[config.mk]
export PLATFORM = sky130hd
export DESIGN_NAME = sparc_tlu_penc_sched_flat
export DESIGN_NICKNAME = d
export VERILOG_FILES = /design/src/rtl/sparc_tlu_penc_sched_if.sv /design/src/rtl/sparc_tlu_penc_sched.sv /design/src/flat_wrapper.sv
export SDC_FILE = /design/constraint.sdc
export NUM_CORES = 1
export LEC_CHECK = 0
export ABC_AREA = 1
export CORE_ASPECT_RATIO = 1.75
export CORE_MARGIN = 10
export CORE_UTILIZATION = 38
export CTS_CLUSTER_SIZE = 10
export DETAILED_ROUTE_END_ITERATION = 12
export GPL_TIMING_DRIVEN = 0
export PLACE_DENSITY = 0.75
export SETUP_SLACK_MARGIN = 0.2
export SLEW_MARGIN = 20
export SYNTH_ARGS = -nofsm -noshare
export SYNTH_HDL_FRONTEND = slang
export SYNTH_SLANG_ARGS = --single-unit
[constraint.sdc]
create_clock -name rclk -period 3.3 [get_ports rclk]
set_input_delay 0.66 -clock rclk [delete_from_list [all_inputs] [get_ports rclk]]
set_output_delay 0.66 -clock rclk [all_outputs]
set_load 0.01 [all_outputs]
[src/rtl/sparc_tlu_penc_sched_if.sv]
// Scheduler-side bundle: event/clear/mask inputs, offer handshake and state readback.
// master = event sources and consumer, slave = scheduler.
interface sparc_tlu_penc_sched_if #(
  parameter int NSRC = 64,
  parameter int ID_W = 6
);
  logic [NSRC-1:0] set_vec;
  logic [NSRC-1:0] clr_vec;
  logic            mask_wr_en;
  logic [NSRC-1:0] mask_wr_data;
  logic            sched_en;
  logic            req_vld;
  logic [ID_W-1:0] req_id;
  logic            ack;
  logic [NSRC-1:0] pend;
  logic [NSRC-1:0] mask;

  modport master (
    output set_vec, clr_vec, mask_wr_en, mask_wr_data, sched_en, ack,
    input  req_vld, req_id, pend, mask
  );

  modport slave (
    input  set_vec, clr_vec, mask_wr_en, mask_wr_data, sched_en, ack,
    output req_vld, req_id, pend, mask
  );
endinterface

[src/rtl/sparc_tlu_penc_sched.sv]
// Pending-event scheduler: 64-bit pend/mask registers, 64->6 priority pick
// (bit 63 highest), single outstanding offer with valid/ack and withdraw.
module sparc_tlu_penc_sched #(
  parameter int NSRC = 64,
  parameter int ID_W = 6
) (
  input  logic                  rclk,
  input  logic                  reset,
  sparc_tlu_penc_sched_if.slave bus
);

  typedef enum logic {IDLE, OFFER} state_e;

  state_e          state_q, state_d;
  logic [NSRC-1:0] pend_q, pend_d;
  logic [NSRC-1:0] mask_q, mask_d;
  logic            req_vld_q, req_vld_d;
  logic [ID_W-1:0] req_id_q, req_id_d;

  logic [NSRC-1:0] elig;
  logic [NSRC-1:0] id_oh;
  logic [NSRC-1:0] ackclr;
  logic [ID_W-1:0] penc_id;
  logic            ack_take;
  logic            live;

  assign elig = pend_q & ~mask_q;

  // Ascending scan: the last hit is the highest set bit.
  always_comb begin
    penc_id = '0;
    for (int i = 0; i < NSRC; i++)
      if (elig[i]) penc_id = ID_W'(i);
  end

  assign id_oh    = NSRC'(1) << req_id_q;
  assign ack_take = req_vld_q & bus.ack;
  assign ackclr   = ack_take ? id_oh : '0;

  // Offered source still worth offering after this cycle's clear/set; lets a
  // software clear withdraw with the same one-cycle response as an ack.
  assign live = |(id_oh & ((pend_q & ~bus.clr_vec) | bus.set_vec) & ~mask_q);

  assign pend_d = (pend_q & ~bus.clr_vec & ~ackclr) | bus.set_vec;
  assign mask_d = bus.mask_wr_en ? bus.mask_wr_data : mask_q;

  always_comb begin
    state_d   = state_q;
    req_vld_d = req_vld_q;
    req_id_d  = req_id_q;
    unique case (state_q)
      IDLE: begin
        if (bus.sched_en && (|elig)) begin
          req_id_d  = penc_id;
          req_vld_d = 1'b1;
          state_d   = OFFER;
        end
      end
      OFFER: begin
        if (bus.ack || !live) begin
          req_vld_d = 1'b0;
          state_d   = IDLE;
        end
      end
      default: begin
        req_vld_d = 1'b0;
        state_d   = IDLE;
      end
    endcase
  end

  always_ff @(posedge rclk) begin
    if (reset) begin
      state_q   <= IDLE;
      pend_q    <= '0;
      mask_q    <= '1;
      req_vld_q <= 1'b0;
      req_id_q  <= '0;
    end else begin
      state_q   <= state_d;
      pend_q    <= pend_d;
      mask_q    <= mask_d;
      req_vld_q <= req_vld_d;
      req_id_q  <= req_id_d;
    end
  end

  assign bus.req_vld = req_vld_q;
  assign bus.req_id  = req_id_q;
  assign bus.pend    = pend_q;
  assign bus.mask    = mask_q;

endmodule

[src/flat_wrapper.sv]
// flat-port wrapper written by rule: the top's interface ports become plain ports
module sparc_tlu_penc_sched_flat 
#(
  parameter int NSRC = 64,
  parameter int ID_W = 6
)
  (rclk, reset, bus_set_vec, bus_clr_vec, bus_mask_wr_en, bus_mask_wr_data, bus_sched_en, bus_ack, bus_req_vld, bus_req_id, bus_pend, bus_mask);
  sparc_tlu_penc_sched_if #(.NSRC(NSRC), .ID_W(ID_W)) bus_i ();
  input  logic rclk;
  input  logic reset;
  input wire logic [$bits(bus_i.set_vec)-1:0] bus_set_vec;
  input wire logic [$bits(bus_i.clr_vec)-1:0] bus_clr_vec;
  input wire logic [$bits(bus_i.mask_wr_en)-1:0] bus_mask_wr_en;
  input wire logic [$bits(bus_i.mask_wr_data)-1:0] bus_mask_wr_data;
  input wire logic [$bits(bus_i.sched_en)-1:0] bus_sched_en;
  input wire logic [$bits(bus_i.ack)-1:0] bus_ack;
  output wire logic [$bits(bus_i.req_vld)-1:0] bus_req_vld;
  output wire logic [$bits(bus_i.req_id)-1:0] bus_req_id;
  output wire logic [$bits(bus_i.pend)-1:0] bus_pend;
  output wire logic [$bits(bus_i.mask)-1:0] bus_mask;
  assign bus_i.set_vec = bus_set_vec;
  assign bus_i.clr_vec = bus_clr_vec;
  assign bus_i.mask_wr_en = bus_mask_wr_en;
  assign bus_i.mask_wr_data = bus_mask_wr_data;
  assign bus_i.sched_en = bus_sched_en;
  assign bus_i.ack = bus_ack;
  assign bus_req_vld = bus_i.req_vld;
  assign bus_req_id = bus_i.req_id;
  assign bus_pend = bus_i.pend;
  assign bus_mask = bus_i.mask;
  sparc_tlu_penc_sched #(.NSRC(NSRC), .ID_W(ID_W)) u_core (.rclk(rclk), .reset(reset), .bus(bus_i));
endmodule
==> flow_summary.yaml <==
route:
  drt_iter0_drc: 636
  wl_met2_mm: 20.3
  wl_met3_mm: 2.25
  route.detailed.drc: 0
  vias: 9277
  routedWlPerCell_um: 21.7
  viasPerCell: 5.27
  drt_pass1_iterations: 8
  drt-total-wl_mm: 38.1
  routed.top_layer: "met4"
  met1_length_mm: 13.4
  ant_nets: 0
pwr:
  leakage_nw: 5.40
  seq_power_share: 0.377
  p_sw_mw: 1.53
  combPwrFrac: 0.256
  total_power_mw: 4.96
  peakVddDrop_uv: 329
  clkPwrFrac: 0.367
  power.density_nw_per_um2: 426
  p_int_mw: 3.44
  p_sw_frac: 0.308
floorplanning:
  die_h_um: 205
  coreArea_um2: 19200
  ios: 332
  std_cell_rows: 67
  die-area_um2: 25800
  initial_utilization: 0.387
  die_w_um: 126
timing:
  fin_crit_sh: 1.13
  finalClockSkew_ps: 7.77
  grt_setup_unrepaired: "yes"
  slew_headroom: 0.326
  setup_viol: 1
  max_clock_freq_mhz: 269
  tightest_slew_ps: 1010
  finalHoldViolations: 0
  whs_ps: 489
  finalWorstSetupSlack_ps: -416
  slew_violations: 0
  post-route-min-period_ps: 3720
worst_setup_path:
  startpoint_type: "register"
  setup.worst_path.end_class: "register"
  crit_required_ps: 3680
  slowest_stage: "dfxtp_1"
  worst_ep_arrival_time_ps: 4090
  path_max_fanout: 3
  cpPeakStageDelay_ps: 440
  critical_path.top_delay_family: "simple AND/OR/NAND/NOR gates"
  critical_path_class: "reg2reg"
  cpMostUsedCell: "nand2_1"
  critPathBufInv: 0
cts:
  numCtsBuffers: 17
  clk_latency_ps: 440
  clockBufferDepth: 2
  cts_sinks: 136
  htreeDepth: 4
  cts_tree: "done"
  ctsRootBufferMaster: "clkbuf_16"
  path_clk_slew_ps: 60
  postCtsHoldBufs: 0
synthesis:
  ys_warn_count: 0
  ys_top_cells_by_area: "dfxtp_1 37%, nand2_1 10%, nor2_1 8.4%, inv_1 8.0%, a21oi_1 6.5%"
  synthesis.nets: 1348
  synth_top_cell_by_area: "dfxtp_1"
  yosys.area_share.simple: 0.312
  synth.top_cell.area_share: 0.366
  ys_types: 35
  synth_area_per_cell_um2: 6.45
  synth-seq-area-share: 0.366
  netlist_instances: 1151
  synth_xor_area_frac: 0
  synth.cell_area_um2: 7430
  synth-compound-area-share: 0.203
  ys_ff_latch: 136
  synth_top_family_by_area: "simple AND/OR/NAND/NOR gates"
  synth.area.mux_share: 0
  synthAdderAreaFrac: 0
cells_and_area:
  multi_input_area_um2: 3860
  fillers: 1847
  syn_to_final_growth_pct: 56.9
  final_cell_mix: "330 x clkdlybuf4s50_1, 199 x nand2_1, 166 x nor2_1, 156 x inv_1, 128 x dfxtp_1"
  layout_commonest_cell: "clkdlybuf4s50_1"
  utilization: 0.607
  nets: 1702
  fin_area_um2: 11700
  seqCellArea_um2: 2740
  drive_above_1_share: 0.0667
global_route:
  antenna_found_initial: 4
  grt.total_usage: 0.286
  grt_max_degree: 17
  grt_pass1_wl_mm: 56.6
  grt_overflow_total: 0
  grt_pass1_vias: 9652
flow_run:
  maxCapViolCount: 0
run_status:
  violations: "negative setup slack"
  outcome: "finished with violations"
min_path:
  hold_path.class: "reg2reg"
placed_design:
  place_congestion: 0.994
  pre_cts_slack_ps: -396
  dpl.hpwl_mm: 31.2
  port_buffers: 330
  dpl_cell_area_um2: 11000
-- registers in the layout (all words and copies together), names as in the netlist --
signal and flops:
u_core.state_q 1, u_core.bus.req_vld 1, u_core.bus.mask 64, u_core.bus.pend 64, u_core.bus.req_id 6
-- layout make-up --
cell class | count | area share
multi-input cells | 781 | 0.331
repair buffers | 334 | 0.286
flip-flops and latches | 136 | 0.235
inverters | 188 | 0.0605
clock buffers | 25 | 0.0416
well taps | 241 | 0.0259
plain buffers | 46 | 0.0150
clock inverters | 4 | 0.00386
diodes | 5 | 0.00107
repair inverters | 1 | 0.000429
-- synth_stat cells, drive strengths merged --
| cell type | n |
|---|---|
| o21bai | 24 |
| or4 | 1 |
| a31oi | 4 |
| nand3b | 3 |
| nor3 | 42 |
| a211oi | 17 |
| nand4 | 4 |
| clkbuf | 43 |
| a221oi | 1 |
| inv | 181 |
| nand2 | 227 |
| a2111oi | 4 |
| o311ai | 10 |
| o21ai | 68 |
| o41ai | 1 |
| a21oi | 97 |
| nand3 | 71 |
| dfxtp | 136 |
| clkinv | 7 |
| or2 | 5 |
| nor4 | 7 |
| o22ai | 2 |
| buf | 3 |
| o31ai | 19 |
| nand2b | 1 |
| o2111ai | 6 |
| nor2 | 167 |
-- routing by layer --
| layer | track usage | vias up |
|---|---|---|
| met4 | 0.197 | 0 |
| met5 | 0 | - |
| met2 | 0.528 | 392 |
| met1 | 0.276 | 4302 |
| li1 | - | 4466 |
| met3 | 0.0613 | 117 |
-- cell families (layout without fill, tap and decap cells) --
group / Yosys count / count (layout)
AO/OA/AOI/OAI: 253 / 253
buffers and inverters: 234 / 598
flip-flops: 136 / 136
other: 0 / 5
AND/OR/NAND/NOR: 528 / 528
-- through the flow --
step / setup TNS [ps] / cells
3_5_place_dp: -469 / 1722
5_1_grt: -1260 / 1760
3_3_place_gp: -707 / 1722
6_report: -416 / 1761
2_1_floorplan: 0 / 1151
4_1_cts: -406 / 1753
-- worst register-to-register path, delay by kind of cell (launching register included) --
kind / cells / cell delay, ps
and+or+nand+nor: 61 / 3140
DFF: 1 / 440
AOI/OAI and AO/OA: 1 / 100
-- final timing paths --
kind | cells after the start | end | slack, ps | startpoint
min reg2reg | 2 | u_core.bus.mask[51]$_SDFFE_PP1P_ | 490 | u_core.bus.mask[51]$_SDFFE_PP1P_
max | 62 | u_core.bus.req_id[0]$_SDFFE_PP0P_ | -420 | u_core.bus.pend[3]$_SDFF_PP0_
max reg2reg | 62 | u_core.bus.req_id[0]$_SDFFE_PP0P_ | -420 | u_core.bus.pend[3]$_SDFF_PP0_
min | 2 | u_core.bus.mask[51]$_SDFFE_PP1P_ | 490 | u_core.bus.mask[51]$_SDFFE_PP1P_
-- power by group through the flow --
stage          Sequential (mW)  Combinational (mW)  Clock, mW
2_1_floorplan             1.94               0.493          0
4_1_cts                   1.86                1.26       1.82
5_1_grt                   1.88                1.38       1.89
6_report                  1.87                1.27       1.82
3_5_place_dp              1.90                1.25          0
3_3_place_gp              1.90                1.24          0
-- what timing repair did --
action,CTS,global route
pin swaps,0,10
resized for setup,6,9
gates cloned,0,1
setup endpoints to repair,3,4
setup buffers,2,2
No activity file was read; power rests on OpenSTA's default activity.
